### config.mk
export PLATFORM = sky130hd
export DESIGN_NAME = pdcch_qpsk_mapper
export DESIGN_NICKNAME = d
export VERILOG_FILES = /design/src/rtl/pdcch_pkg.sv /design/src/rtl/qpsk_sym_map.sv /design/src/rtl/pdcch_qpsk_mapper.sv
export SDC_FILE = /design/constraint.sdc
export NUM_CORES = 1
export LEC_CHECK = 0
export ABC_AREA = 0
export BUFFER_PORTS_ARGS = -buffer_cell sky130_fd_sc_hd__buf_2
export CORE_MARGIN = 5
export CORE_UTILIZATION = 43
export CTS_CLUSTER_DIAMETER = 50
export CTS_CLUSTER_SIZE = 12
export DETAILED_ROUTE_END_ITERATION = 8
export GPL_TIMING_DRIVEN = 1
export PLACE_DENSITY = 0.79
export RECOVER_POWER = 100
export SYNTH_ARGS = -nofsm -noshare
export SYNTH_HDL_FRONTEND = slang
export SYNTH_SLANG_ARGS = --single-unit
### constraint.sdc
create_clock -name clk -period 1.7 [get_ports clk]
set_input_delay 0.34 -clock clk [delete_from_list [all_inputs] [get_ports clk]]
set_output_delay 0.34 -clock clk [all_outputs]
set_load 0.01 [all_outputs]
### src/rtl/pdcch_pkg.sv
// Shared types and constants for the PDCCH QPSK mapping stage.
package pdcch_pkg;

    localparam int DATA_IN_WIDTH    = 8;
    localparam int IQ_WIDTH_DEFAULT = 16;
    localparam int FRAME_W_DEFAULT  = 16;

    // round(2^15 / sqrt(2)): unit-power QPSK in Q1.15
    localparam logic signed [IQ_WIDTH_DEFAULT-1:0] QPSK_AMP_DEFAULT = 16'sd23170;

    typedef struct packed {
        logic signed [IQ_WIDTH_DEFAULT-1:0] q;
        logic signed [IQ_WIDTH_DEFAULT-1:0] i;
    } iq_sample_t;

    typedef enum logic {
        EMPTY = 1'b0,
        BUSY  = 1'b1
    } qpsk_state_e;

endpackage

### src/rtl/qpsk_sym_map.sv
// Combinational QPSK lookup: bit pair {b1,b0} -> packed {Q,I}, a set bit maps to -QPSK_AMP.
module qpsk_sym_map #(
    parameter int                          IQ_WIDTH = 16,
    parameter logic signed [IQ_WIDTH-1:0]  QPSK_AMP = 16'sd23170
) (
    input  logic [1:0]            bits,
    output logic [2*IQ_WIDTH-1:0] sym
);

    logic signed [IQ_WIDTH-1:0] sym_i;
    logic signed [IQ_WIDTH-1:0] sym_q;

    assign sym_i = bits[0] ? -QPSK_AMP : QPSK_AMP;
    assign sym_q = bits[1] ? -QPSK_AMP : QPSK_AMP;
    assign sym   = {sym_q, sym_i};

endmodule

### src/rtl/pdcch_qpsk_mapper.sv
// PDCCH QPSK mapper: one scrambled byte in, four {Q,I} symbols out, bit0 first.
// Optional frame tlast generation is built when PDCCH_QPSK_LAST_EN is defined.
module pdcch_qpsk_mapper
    import pdcch_pkg::*;
#(
    parameter int                         DATA_IN_WIDTH = 8,
    parameter int                         IQ_WIDTH      = 16,
    parameter logic signed [IQ_WIDTH-1:0] QPSK_AMP      = QPSK_AMP_DEFAULT,
    parameter int                         FRAME_W       = 16
) (
    input  logic                     clk,
    input  logic                     reset_n,
    input  logic [DATA_IN_WIDTH-1:0] s_axis_qpsk_data,
    input  logic                     s_axis_qpsk_valid,
    output logic                     s_axis_qpsk_ready,
    input  logic [FRAME_W-1:0]       cfg_frame_syms,
    output logic [2*IQ_WIDTH-1:0]    m_axis_qpsk_data,
    output logic                     m_axis_qpsk_valid,
    input  logic                     m_axis_qpsk_ready,
    output logic                     m_axis_qpsk_last,
    output qpsk_state_e              dbg_state,
    output logic [1:0]               dbg_sym_idx
);

    // Handshake rule on both sides: a beat transfers on a rising clk edge where
    // valid & ready are both high; valid and payload hold steady until it does.

    qpsk_state_e               state;
    logic                      ready_en;
    logic [1:0]                sym_idx;
    logic [DATA_IN_WIDTH-1:0]  byte_q;
    logic [2*IQ_WIDTH-1:0]     data_q;
    logic [1:0]                next_bits;
    logic [2*IQ_WIDTH-1:0]     first_sym;
    logic [2*IQ_WIDTH-1:0]     next_sym;
    logic                      in_hs;
    logic                      out_hs;

    // Input is taken when idle, or in the same cycle the final symbol leaves.
    assign s_axis_qpsk_ready = ready_en & ((state == EMPTY) |
                               ((sym_idx == 2'd3) & m_axis_qpsk_ready));
    assign m_axis_qpsk_valid = (state == BUSY);
    assign m_axis_qpsk_data  = data_q;
    assign in_hs             = s_axis_qpsk_valid & s_axis_qpsk_ready;
    assign out_hs            = m_axis_qpsk_valid & m_axis_qpsk_ready;
    assign dbg_state         = state;
    assign dbg_sym_idx       = sym_idx;

    always_comb begin
        next_bits = 2'b00;
        case (sym_idx)
            2'd0:    next_bits = byte_q[3:2];
            2'd1:    next_bits = byte_q[5:4];
            2'd2:    next_bits = byte_q[7:6];
            default: next_bits = 2'b00;
        endcase
    end

    qpsk_sym_map #(.IQ_WIDTH(IQ_WIDTH), .QPSK_AMP(QPSK_AMP)) u_map_first (
        .bits (s_axis_qpsk_data[1:0]),
        .sym  (first_sym)
    );

    qpsk_sym_map #(.IQ_WIDTH(IQ_WIDTH), .QPSK_AMP(QPSK_AMP)) u_map_next (
        .bits (next_bits),
        .sym  (next_sym)
    );

    always_ff @(posedge clk or negedge reset_n) begin
        if (!reset_n) begin
            state    <= EMPTY;
            ready_en <= 1'b0;
            sym_idx  <= 2'd0;
            byte_q   <= '0;
            data_q   <= '0;
        end else begin
            ready_en <= 1'b1;
            case (state)
                EMPTY: begin
                    if (in_hs) begin
                        byte_q  <= s_axis_qpsk_data;
                        sym_idx <= 2'd0;
                        data_q  <= first_sym;
                        state   <= BUSY;
                    end
                end
                BUSY: begin
                    if (out_hs) begin
                        if (sym_idx != 2'd3) begin
                            sym_idx <= sym_idx + 2'd1;
                            data_q  <= next_sym;
                        end else if (in_hs) begin
                            byte_q  <= s_axis_qpsk_data;
                            sym_idx <= 2'd0;
                            data_q  <= first_sym;
                        end else begin
                            sym_idx <= 2'd0;
                            state   <= EMPTY;
                        end
                    end
                end
                default: state <= EMPTY;
            endcase
        end
    end

`ifdef PDCCH_QPSK_LAST_EN
    logic [FRAME_W-1:0] frame_cnt;
    logic [FRAME_W-1:0] frame_len;
    logic [FRAME_W-1:0] frame_cnt_next;
    logic [FRAME_W-1:0] cfg_len;

    // A zero-length frame would never terminate, so it behaves as length 1.
    assign cfg_len          = (cfg_frame_syms == '0) ? {{(FRAME_W-1){1'b0}}, 1'b1} : cfg_frame_syms;
    assign m_axis_qpsk_last = (state == BUSY) & (frame_cnt == frame_len - 1'b1);

    always_comb begin
        frame_cnt_next = frame_cnt;
        if (out_hs)
            frame_cnt_next = m_axis_qpsk_last ? '0 : frame_cnt + 1'b1;
    end

    always_ff @(posedge clk or negedge reset_n) begin
        if (!reset_n) begin
            frame_cnt <= '0;
            frame_len <= {{(FRAME_W-1){1'b0}}, 1'b1};
        end else begin
            frame_cnt <= frame_cnt_next;
            if (in_hs && frame_cnt_next == '0)
                frame_len <= cfg_len;
        end
    end
`else
    logic unused_cfg;
    assign unused_cfg       = ^cfg_frame_syms;
    assign m_axis_qpsk_last = 1'b0;
`endif

endmodule
==> flow_summary_export.csv <==
group,metric,value,unit
synth,synthXorXnorAreaFrac,0,
timing,fmaxAchievable,551,MHz
clocking,insertion_delay,0.30,ns
clocking,clock_path_buffers,2,
synth,synth-async-reset-ratio,1.00,
grt,antenna_found_initial,0,
route,drt_pass1_iterations,4,
pwr,total_leakage_power,0.00115,uW
placed_design,place_area,2080,sq um
worst_setup_path,crit_start,"dbg_sym_idx[1]$_DFFE_PN0P_",
grt,globalRoute.totalOverflow,0,
worst_setup_path,crit_chain,"buf_4, inv_1, ha_1, a222oi_1, buf_4, o221ai_4, clkbuf_16, o21a_1",
min_path,min_from,"s_axis_qpsk_data[6]",
cells_and_area,syn_to_final_growth,37.1,%
synth,netlist.area_leader.share,0.611,
worst_setup_path,crit_path_end_kind,"register",
route,postRouteAntennaNets,0,
worst_setup_path,reg2reg_setup_slack,-0.12,ns
floorplanning,die_area,5370,sq um
floorplanning,die_w,73.3,um
min_path,hold_path_class,"in -> reg",
run_status,outcome,"finished, violations left",
synth,synth_area_leaders,"dfrtp_1 61%, o21a_1 4.4%, a21o_1 3.9%",
synth,synthMuxAreaShare,0.0684,
cells_and_area,drive_above_1_share,0.308,
worst_setup_path,required,1.89,ns
cells_and_area,diodes,0,
floorplanning,initial_utilization,0.436,
worst_setup_path,worstSetupStartpointType,"register",
route,wirelength,3800,um
route,vias_per_cell,4.86,
synth,yosys.area_share.simple,0.0676,
synth,yosys.area_share.adder,0.0364,
placed_design,dp_hpwl,2450,um
synth,synth_top_family_by_area,"compound AO/OA/AOI/OAI gates",
synth,synth_cells,131,
min_path,hold-path-cell-count,2,
route,avgRoutedWirePerCell,15.1,um
timing,holdWs,0.274,ns
worst_setup_path,slowest_delay,0.41,ns
floorplanning,num_rows,23,
grt,grt_pass1_wl,6130,um
synth,synth_edf_count,0,
timing,hold_viol,0,
worst_setup_path,timing.rr.start,"dbg_sym_idx[1]$_DFFE_PN0P_",
route,vias,1221,
grt,track_usage,0.151,
synth,synth_fp_nets,164,
timing,fin_ws,-0.116,ns
min_path,hold_end,"byte_q[6]$_DFFE_PN0P_",
worst_setup_path,cp_data_arrival_time,2.00,ns
clocking,cts-root-buf,"clkbuf_8",
placed_design,globalplace.congestion,0.761,
timing,worst_pin_slew,0.575,ns
floorplanning,pin_count,66,
clocking,clock-sinks,42,
synth,syn_avg_cell_area,13.1,sq um
worst_setup_path,worstRegToRegCells,8,
cells_and_area,fin_nets,233,
worst_setup_path,reg2reg_to,"m_axis_qpsk_data[10]$_DFFE_PN0N_",
synth,yosysSeqAreaShare,0.611,
timing,final-setup-viol-count,24,
job,cap_violations,0,
timing,rsz0062_at_grt,"true",
timing,setup_tns,-1.80,ns
synth,synthFlopType,"dfrtp_1",
clocking,htree_levels,2,
synth,synth_area_leader_cell,"dfrtp_1",
worst_setup_path,cpMostUsedCell,"buf_4",
synth,synth.cell_area,1720,sq um
floorplanning,coreArea,3940,sq um
grt,busiest_layer,"met2",
clocking,tritoncts,"built",
cells_and_area,final_area,2360,sq um
timing,period_minus_slack,1.82,ns
timing,slew-limit-headroom,0.617,
synth,synth-compound-area-share,0.155,
grt,grtUsageMet2,0.253,
synth,ys_ff_latch,42,
floorplanning,die_h,73.3,um
pwr,power_density,2040,nW/um^2
timing,fin_crit_sh,1.07,
grt,met3_usage,0.0670,
grt,grt_max_degree,25,
clocking,cts-buffers-inserted,5,
synth,synth_warnings,0,
clocking,clkTransAtPathRegs,0.08,ns
worst_setup_path,critical_path.max_fanout,7,
worst_setup_path,crit_path_top_delay_cell,"dfrtp_1",
grt,grtUsageMet1,0.180,
pwr,vdd_ir_drop_max,0.940,mV
timing,drv_slew,0,
placed_design,io_buffers,48,
timing,skew,0.00742,ns
route,drt-initial-drc-count,25,
route,drc,0,
pwr,power,4810,uW
run_status,violations,"setup timing",
grt,grt_pass1_vias,1298,
worst_setup_path,worstSetupPathType,"reg -> reg",
synth,synth_cell_types,29,
[layer usage]
| layer | up-vias | wire length (um) |
|---|---|---|
| met5 | - | 0 |
| met3 | 5 | 313 |
| met4 | 0 | 29 |
| li1 | 585 | - |
| met1 | 592 | 1590 |
| met2 | 39 | 1870 |
[synth_stat cells (all sizes together) (2+ instances only)]
library cell	number
a21o	9
a222oi	2
and2	4
buf	6
conb	2
dfrtp	42
ha	5
inv	13
mux2	6
mux2i	5
nand2	4
nand2b	2
o21a	10
o21ai	8
[sequential cells by signal, summed over array words and instances (netlist names)]
name              count
m_axis_qpsk_data     32
dbg_state             1
byte_q                6
ready_en              1
dbg_sym_idx           2
[what timing repair did]
action | CTS | global route
pin swaps | 3 | 5
buffers inserted | 7 | 2
hold buffers | 1 | 0
endpoints found under the setup margin | 29 | 35
cloned | 1 | 1
endpoints found under the hold margin | 2 | 0
gates resized for setup | 14 | 8
[placed cells by master (no fill, tap or decap), types with 3 or more instances in the layout]
cell	count
a21o_1	9
and2_1	4
buf_2	15
buf_4	12
clkbuf_1	32
clkbuf_8	5
dfrtp_1	40
inv_1	13
mux2_2	6
mux2i_1	5
nand2_1	4
o21a_1	10
o21ai_0	3
o21ai_1	5
[layout make-up]
type,count,area [sq um]
timing repair buffer,67,393
fill,325,1580
tap,50,62.6
inverter,13,48.8
clock buffer,5,68.8
sequential,42,1050
multi-input combinational,71,663
clock inverter,3,68.8
[critical path, delay by kind of cell (launching register included)]
kind,cells,cell delay (ns)
buffers and inverters,4,0.57
AOI/OAI and AO/OA,3,0.53
DFF,1,0.41
adders and majority gates,1,0.20
[logic make-up after synthesis]
family / Yosys count
fa+ha+maj: 5
simple gates: 18
compound gates: 34
buf+inv: 19
mux: 11
flops: 42
other cells: 2
[per-stage QoR]
step / worst slack (ns) / util / cells
5_1_grt: -0.196 / 0.598 / 251
3_3_place_gp: -0.0484 / 0.527 / 232
4_1_cts: -0.114 / 0.591 / 249
3_5_place_dp: -0.111 / 0.527 / 232
2_1_floorplan: 0.0304 / - / 131
6_report: -0.116 / 0.598 / 251
[how the worst max path moves through the flow]
stage / cells after the start / slack [ns] / endpoint
floorplan: 6 / 0.03 / m_axis_qpsk_data[10]$_DFFE_PN0N_
global placement: 5 / -0.05 / m_axis_qpsk_data[23]$_DFFE_PN0N_
detailed placement: 5 / -0.11 / m_axis_qpsk_data[30]$_DFFE_PN0N_
CTS: 5 / -0.11 / s_axis_qpsk_ready
global route: 5 / -0.20 / s_axis_qpsk_ready
finish: 8 / -0.12 / m_axis_qpsk_data[10]$_DFFE_PN0N_
[power breakdown]
part	leakage (uW)	switching (uW)	internal, uW
logic	0.000584	1120	1130
registers	0.000496	220	1420
clock network	0.0000683	339	588
(Power assumes the default switching activity.)
